## src/rtl/qlk0rmuldiv_pkg.sv

```systemverilog
// qlk0rmuldiv_pkg: shared constants, state encoding and helpers for the MULDIV divider.
// Revision 1.0
`default_nettype none

package qlk0rmuldiv_pkg;

  localparam int DIVW = 32;
  localparam int CNTW = 5;

  localparam logic [DIVW-1:0] DIVZ_QUO  = '1;
  localparam logic [CNTW-1:0] CNT_START = CNTW'(DIVW - 1);

  typedef enum logic [1:0] {
    IDLE = 2'd0,
    CALC = 2'd1,
    FIX  = 2'd2
  } div_state_e;

  function automatic logic [DIVW-1:0] cond_neg(input logic [DIVW-1:0] v, input logic en);
    return en ? -v : v;
  endfunction

endpackage

`default_nettype wire

```

## src/rtl/qlk0rmuldiv1v1_div_step.sv

```systemverilog
// qlk0rmuldiv1v1_div_step: one restoring-division iteration (shift, trial subtract, select).
// Revision 1.0
`default_nettype none

module qlk0rmuldiv1v1_div_step
  import qlk0rmuldiv_pkg::*;
(
  input  logic [DIVW-1:0] i_rem,
  input  logic            i_bit,
  input  logic [DIVW-1:0] i_div,
  output logic [DIVW-1:0] o_rem,
  output logic            o_qbit
);

  logic [DIVW-1:0] w_shift;
  logic [DIVW:0]   w_diff;

  assign w_shift = {i_rem[DIVW-2:0], i_bit};
  assign w_diff  = {1'b0, w_shift} - {1'b0, i_div};

  // A set top remainder bit means the shifted value is >= 2^32 and always exceeds the divisor.
  assign o_qbit = i_rem[DIVW-1] | ~w_diff[DIVW];
  assign o_rem  = o_qbit ? w_diff[DIVW-1:0] : w_shift;

endmodule

`default_nettype wire

```

## src/rtl/qlk0rmuldiv1v1_div.sv

```systemverilog
// qlk0rmuldiv1v1_div: sequential 32-bit signed/unsigned restoring divider, one quotient bit per clock.
// Revision 1.0
`default_nettype none

module qlk0rmuldiv1v1_div
  import qlk0rmuldiv_pkg::*;
(
  input  logic            CLK,
  input  logic            RST,
  input  logic            DIVST,
  input  logic            DIVSM,
  input  logic [DIVW-1:0] DIVA,
  input  logic [DIVW-1:0] DIVB,
  output logic [DIVW-1:0] DIVQ,
  output logic [DIVW-1:0] DIVR,
  output logic            DIVBUSY,
  output logic            DIVEND,
  output logic            DIVZ
);

  div_state_e      r_state;
  logic [CNTW-1:0] r_cnt;
  logic [DIVW-1:0] r_rem;
  logic [DIVW-1:0] r_quo;
  logic [DIVW-1:0] r_div;
  logic [DIVW-1:0] r_araw;
  logic            r_signed;
  logic            r_sa;
  logic            r_sb;
  logic            r_zero;
  logic [DIVW-1:0] r_q;
  logic [DIVW-1:0] r_r;
  logic            r_busy;
  logic            r_end;
  logic            r_z;

  logic [DIVW-1:0] w_rem;
  logic            w_qbit;

  qlk0rmuldiv1v1_div_step u_step (
    .i_rem  (r_rem),
    .i_bit  (r_quo[DIVW-1]),
    .i_div  (r_div),
    .o_rem  (w_rem),
    .o_qbit (w_qbit)
  );

  always_ff @(posedge CLK or posedge RST) begin
    if (RST) begin
      r_state  <= IDLE;
      r_cnt    <= '0;
      r_rem    <= '0;
      r_quo    <= '0;
      r_div    <= '0;
      r_araw   <= '0;
      r_signed <= 1'b0;
      r_sa     <= 1'b0;
      r_sb     <= 1'b0;
      r_zero   <= 1'b0;
      r_q      <= '0;
      r_r      <= '0;
      r_busy   <= 1'b0;
      r_end    <= 1'b0;
      r_z      <= 1'b0;
    end else begin
      r_end <= 1'b0;
      case (r_state)
        IDLE: begin
          if (DIVST) begin
            r_signed <= DIVSM;
            r_sa     <= DIVSM & DIVA[DIVW-1];
            r_sb     <= DIVSM & DIVB[DIVW-1];
            r_zero   <= (DIVB == '0);
            r_araw   <= DIVA;
            r_quo    <= cond_neg(DIVA, DIVSM & DIVA[DIVW-1]);
            r_div    <= cond_neg(DIVB, DIVSM & DIVB[DIVW-1]);
            r_rem    <= '0;
            r_cnt    <= CNT_START;
            r_busy   <= 1'b1;
            r_state  <= CALC;
          end
        end
        CALC: begin
          // The dividend register shifts out its MSB each step and collects quotient bits at the LSB.
          r_rem <= w_rem;
          r_quo <= {r_quo[DIVW-2:0], w_qbit};
          if (r_cnt == '0) begin
            r_state <= FIX;
          end else begin
            r_cnt <= r_cnt - 1'b1;
          end
        end
        FIX: begin
          if (r_zero) begin
            r_q <= DIVZ_QUO;
            r_r <= r_araw;
          end else begin
            r_q <= cond_neg(r_quo, r_signed & (r_sa ^ r_sb));
            r_r <= cond_neg(r_rem, r_signed & r_sa);
          end
          r_z     <= r_zero;
          r_end   <= 1'b1;
          r_busy  <= 1'b0;
          r_state <= IDLE;
        end
        default: begin
          r_state <= IDLE;
          r_busy  <= 1'b0;
        end
      endcase
    end
  end

  assign DIVQ    = r_q;
  assign DIVR    = r_r;
  assign DIVBUSY = r_busy;
  assign DIVEND  = r_end;
  assign DIVZ    = r_z;

endmodule

`default_nettype wire

```

## config.mk

```make
export PLATFORM = sky130hd
export DESIGN_NAME = qlk0rmuldiv1v1_div
export DESIGN_NICKNAME = d
export VERILOG_FILES = /design/src/rtl/qlk0rmuldiv_pkg.sv /design/src/rtl/qlk0rmuldiv1v1_div_step.sv /design/src/rtl/qlk0rmuldiv1v1_div.sv
export SDC_FILE = /design/constraint.sdc
export NUM_CORES = 1
export LEC_CHECK = 0
export ABC_AREA = 1
export BUFFER_PORTS_ARGS = -buffer_cell sky130_fd_sc_hd__buf_2
export CAP_MARGIN = 0
export CORE_ASPECT_RATIO = 0.75
export CORE_UTILIZATION = 50
export DETAILED_ROUTE_END_ITERATION = 7
export PLACE_DENSITY = 0.77
export SLEW_MARGIN = 5
export SYNTH_ARGS = -nofsm -noshare
export SYNTH_HDL_FRONTEND = slang
export SYNTH_SLANG_ARGS = --single-unit
export TNS_END_PERCENT = 50
```

## constraint.sdc

```tcl
create_clock -name CLK -period 19.5 [get_ports CLK]
set_clock_uncertainty 0.15 [all_clocks]
set_input_delay 3.9 -clock CLK [delete_from_list [all_inputs] [get_ports CLK]]
set_output_delay 3.9 -clock CLK [all_outputs]
set_load 0.01 [all_outputs]
```

==> impl_metrics.ini, run 1 <==
[yosys]
ys_ff_latch = 206
syn_inst = 2245
async_flop_share = 1.00
ys_seq_area_frac = 0.353
yosysWarnings = 0
synth_xor_area_frac = 0.0300
synth-edff-count = 0
synth_top_cell_area_share = 0.353
synth_top_family_by_area = simple AND/OR/NAND/NOR gates
synth.most_common_cell = nand2_1
synth_area_um2 = 14600
synthAdderAreaFrac = 0.0340
synth-simple-area-share = 0.363
synth.distinct_cells = 44
synth.avg_cell_area_um2 = 6.50
yosysTopAreaCell = dfrtp_1
syn_nets = 2352
synth_flop_cell = dfrtp_1
synth-compound-area-share = 0.109
synthTopCellsByCount = nand2_1 (721), inv_1 (340), nand3_1 (227)
muxShareOfSynthArea = 0
synth_area_leaders = dfrtp_1 (35%), nand2_1 (19%), inv_1 (8.7%)

[timing]
rsz0062_at_grt = no
finalCriticalPeriod_ps = 5780
fin_crit_sh = 0.296
worst_slew_pin_slew_ps = 1060
slew_headroom = 0.293
setup_tns_ps = 0
max_freq_mhz = 173
timing.final.hold_violations = 0
setup_viol = 0
maxSlewViolCount = 0

[floorplan]
ios = 135
die_h_um = 150
die_area_um2 = 29900
die_w_um = 199
rows = 53
start_util = 0.514
core_um2 = 28400

[job]
drv_cap = 0

[place]
port_buffers = 134
placed_area_um2 = 15500
placed_cells = 2701
dpl.hpwl_um = 34600
gp_congestion = 1.01

[pwr]
power.density_nw_per_um2 = 188
p_leak_nw = 8.50
ir_drop_v = 0.000103
finalPower_mw = 3.07

[cells_and_area]
area.growth.synth_to_final_pct = 11.9
layout.cells.non_filler = 2743
nNetsFinal = 2448
final_core_util = 0.575
layout-drive-gt1-share = 0.0954
final_area_um2 = 16300
antenna_cells = 0

[critical_path]
crit_type = input pin to flop
reg2reg_depth = 15
path_cells = buf_2 -> nand2_1 -> nor2_4 -> buf_4 -> nor2_4 -> inv_1 -> o22ai_1 -> a31oi_1 -> o21ai_0
slowest_stage = nor2_4
crit_buf_inv = 3
critPathRequiredTime_ps = 19760
cpMostUsedCell = nor2_4
crit-reg2reg-launch = r_quo[31]
critPathLaunchType = input pin
r2r_setup_slack_ps = 16120
cp.depth = 9
crit_family = simple AND/OR/NAND/NOR gates
timing.rr.end = r_rem[17]
cpPeakStageDelay_ps = 670
end_kind = flop
critPathArrivalTime_ps = 6040
critPathMaxFanout = 41

[detailed_routing]
num_vias = 15100
initialDrtViolationCount = 1713
ant_nets = 0
drc = 0
wire_per_inst_um = 16.6
avgViaCountPerCell = 5.49
routed_wl_um = 45600
drt_first_pass_iters = 6

[clocking]
cts_tree = done
clock_latency_ps = 530
cts_resized = 0
cts_root_buf = clkbuf_16
postCtsHoldBufs = 0
max-clock-path-buffers = 3
cts-buffers-inserted = 23
cts_setup_buffers = 0
cts_sinks = 206
cts_htree_levels = 1
clkTransAtPathRegs_ps = 70

[min_path]
hold_start = DIVR[25]
hold_end = DIVR[25]
hold_path_class = flop to flop
holdPathStages = 2

[grt]
grt_remaining_overflow = 0
grt_pass1_vias = 13500
antenna_found_initial = 1
grt_pass1_wl_um = 72100
grt_max_degree = 141
track_usage = 0.309

[run_status]
outcome = finished, final reports clean
-- worst register-to-register path: stages, from the launching register on --
cell and delay (ps):
dfrtp_1 400, inv_1 190, ha_1 280, fa_1 410, inv_1 120, nand2_1 70
nand2_1 70, nand3_1 70, nand2_1 170, nand2_2 80, nand2_2 100, nand3_4 230
nand2_4 470, nand3_1 260, nand2_1 140, nand2_1 50
-- report_power, final --
part / internal [mW] / switching [mW]
registers: 0.619 / 0.197
logic: 0.610 / 1.17
clock network: 0.283 / 0.187
-- cells by family after synthesis --
group / Yosys count
adder cells (fa/ha/maj): 39
flip-flops: 206
AND/OR/NAND/NOR: 1247
XOR/XNOR: 50
buffers and inverters: 420
AO/OA/AOI/OAI: 283
-- placed cells by master (no fill, tap or decap), types with 9 or more instances in the layout --
cell	netlist	routed
buf_4	1	9
xor2_1	36	36
nand3_2	10	10
a22oi_1	28	28
nand3b_1	15	15
inv_1	340	338
nand4_1	27	27
ha_1	38	38
a21oi_1	82	82
a31oi_1	20	20
nand3_1	227	227
nor2_1	203	201
o22ai_1	18	18
xnor2_1	14	14
buf_2	6	134
dfrtp_1	206	206
clkbuf_16	0	23
nor3_1	14	14
nand2_1	721	721
o21ai_0	112	112
-- registers in the layout (all words and copies together) (netlist names), 2 cells and up --
register	count
r_rem	32
DIVQ	32
r_div	32
r_cnt	5
DIVR	32
r_quo	32
r_araw	32
r_state	2
-- through the flow --
| step | hold WS [ps] | worst slack [ps] |
|---|---|---|
| 5_1_grt | 344 | 13530 |
| 4_1_cts | 326 | 13770 |
| 3_3_place_gp | 309 | 13290 |
| 3_5_place_dp | 310 | 13220 |
| 2_1_floorplan | 292 | 9830 |
| 6_report | 328 | 13720 |
-- layer usage --
layer / GRT usage / share of wire / vias up
met5: 0 / 0.00029 / -
met4: 0.0569 / 0.016 / 2
met3: 0.0735 / 0.11 / 52
met2: 0.423 / 0.40 / 660
met1: 0.484 / 0.48 / 7018
li1: - / - / 7334
-- layout make-up --
type	instances	area [µm²]
clock buffers	30	632
clock inverters	12	171
fillers	2777	12100
inverters	348	1310
multi-input cells	1619	7840
flip-flops and latches	206	5150
well taps	385	482
repair buffers	143	738
-- how the worst max path moves through the flow --
stage | from | endpoint | slack (ps)
floorplan | RST | DIVBUSY | 9830
global placement | DIVST | r_quo[9] | 13290
detailed placement | DIVST | r_quo[9] | 13220
CTS | DIVST | r_quo[9] | 13770
global route | DIVST | r_quo[9] | 13530
finish | DIVST | r_quo[9] | 13720
Note: power is estimated with default switching activity, not from simulation.
==> run 2: changes to the inputs <==
Clock period 19.5 ns to 5.5 ns, I/O delays scaled along.
==> run 2 against run 1 <==
Against the previous run: largest cell class unchanged; sequential power rose to 3.5 times the previous value; die area unchanged; global-route usage up 0.73 points.
==> impl_metrics.ini, run 2 (same netlist as run 1, synthesis figures left out) <==
[run_status]
outcome = finished, final reports clean

[min_path]
hold_start = DIVR[12]
holdPathStages = 2
hold_path_class = flop to flop
hold_end = DIVR[12]

[floorplan]
die_area_um2 = 29900
start_util = 0.514
die_w_um = 199
core_um2 = 28400
rows = 53
ios = 135
die_h_um = 150

[clocking]
cts_resized = 0
cts_sinks = 206
cts_setup_buffers = 0
clock_latency_ps = 520
max-clock-path-buffers = 3
cts-buffers-inserted = 23
postCtsHoldBufs = 0
cts_htree_levels = 1
clkTransAtPathRegs_ps = 60
cts_tree = done
cts_root_buf = clkbuf_16

[timing]
hold_slack_ps = 324
rsz0062_at_grt = no
max_freq_mhz = 311
finalCriticalPeriod_ps = 3220
setup_viol = 0
fin_ws_ps = 2280
setup_tns_ps = 0
timing.final.hold_violations = 0
worst_slew_pin_slew_ps = 1030
fin_crit_sh = 0.585
maxSlewViolCount = 0
slew_headroom = 0.312

[cells_and_area]
fill_cells = 2810
final_common_cell = nand2_1
final_area_um2 = 16400
final_cell_mix = nand2_1 (721), inv_1 (338), nand3_1 (227)
layout-drive-gt1-share = 0.0962
area.growth.synth_to_final_pct = 12.2
nNetsFinal = 2450
antenna_cells = 0

[detailed_routing]
ant_nets = 0
num_vias = 15000
drc = 0
wire_per_inst_um = 17.0
initialDrtViolationCount = 1436
avgViaCountPerCell = 5.48
routed_wl_um = 46600
drt_first_pass_iters = 6

[grt]
grt_pass1_vias = 13500
track_usage = 0.316
grt_remaining_overflow = 0
grt_max_degree = 146
antenna_found_initial = 0
grt_pass1_wl_um = 73100

[place]
gp_congestion = 0.974
port_buffers = 134
placed_area_um2 = 15500
post-place-ws_ps = 2170
dpl.hpwl_um = 35500

[pwr]
p_clk_frac = 0.155
p_leak_nw = 8.51
seqPwrFrac = 0.264
swShare = 0.504
ir_drop_v = 0.000291
p_int_mw = 5.40
power.density_nw_per_um2 = 665
p_sw_mw = 5.49
p_comb_frac = 0.581
finalPower_mw = 10.9

[critical_path]
timing.rr.end = DIVR[23]
r2r_setup_slack_ps = 2280
crit-reg2reg-launch = r_sa
end_kind = flop
critPathLaunchType = flop
critPathRequiredTime_ps = 5740
critPathArrivalTime_ps = 3450
crit_type = flop to flop
reg2reg_depth = 7
critPathMaxFanout = 30

[job]
drv_cap = 0
run 2: cell type report:
class,count,area [µm²],area share
Clock inverter,12,190,0.0116
Sequential cell,206,5150,0.315
Multi-Input combinational cell,1619,7840,0.479
Inverter,348,1310,0.0800
Clock buffer,29,628,0.0384
Timing Repair Buffer,145,766,0.0468
Tap cell,385,482,0.0294
run 2: stage by stage:
| stage | std cells | util |
|---|---|---|
| 6_report | 2744 | 0.577 |
| 5_1_grt | 2744 | 0.577 |
| 4_1_cts | 2744 | 0.577 |
| 3_5_place_dp | 2703 | 0.548 |
| 3_3_place_gp | 2703 | 0.548 |
| 2_1_floorplan | 2245 | - |
run 2: critical path: stages (launching register included):
cell     delay, ps
dfrtp_1        520
nand2_1        410
inv_1          830
o21ai_0        570
nand2_1        160
nand2_1         50
o21ai_0        290
nand2_1         80
run 2: worst max path at each step:
stage	start	end	slack, ps	depth (start not counted)
2_1_floorplan	RST	DIVBUSY	1580	1
3_3_place_gp	DIVSM	r_div[30]	2230	7
3_5_place_dp	DIVSM	r_div[30]	2170	7
4_1_cts	r_sa	DIVR[23]	2490	7
5_1_grt	r_sa	DIVR[23]	2160	7
6_report	r_sa	DIVR[23]	2280	7
run 2: power groups by stage:
stage          sequential [mW]  combinational [mW]  clock (mW)
2_1_floorplan             2.67                4.71           0
3_3_place_gp              2.85                6.11           0
4_1_cts                   2.84                6.25        1.71
6_report                  2.87                6.33        1.69
3_5_place_dp              2.85                6.22           0
5_1_grt                   2.93                7.20        1.77
run 2: layer usage:
layer,track usage,vias to the layer above,routed length [µm]
li1,-,7349,-
met5,0,-,0
met1,0.495,6981,22300
met3,0.0667,57,4800
met2,0.441,661,18600
met4,0.0573,0,788
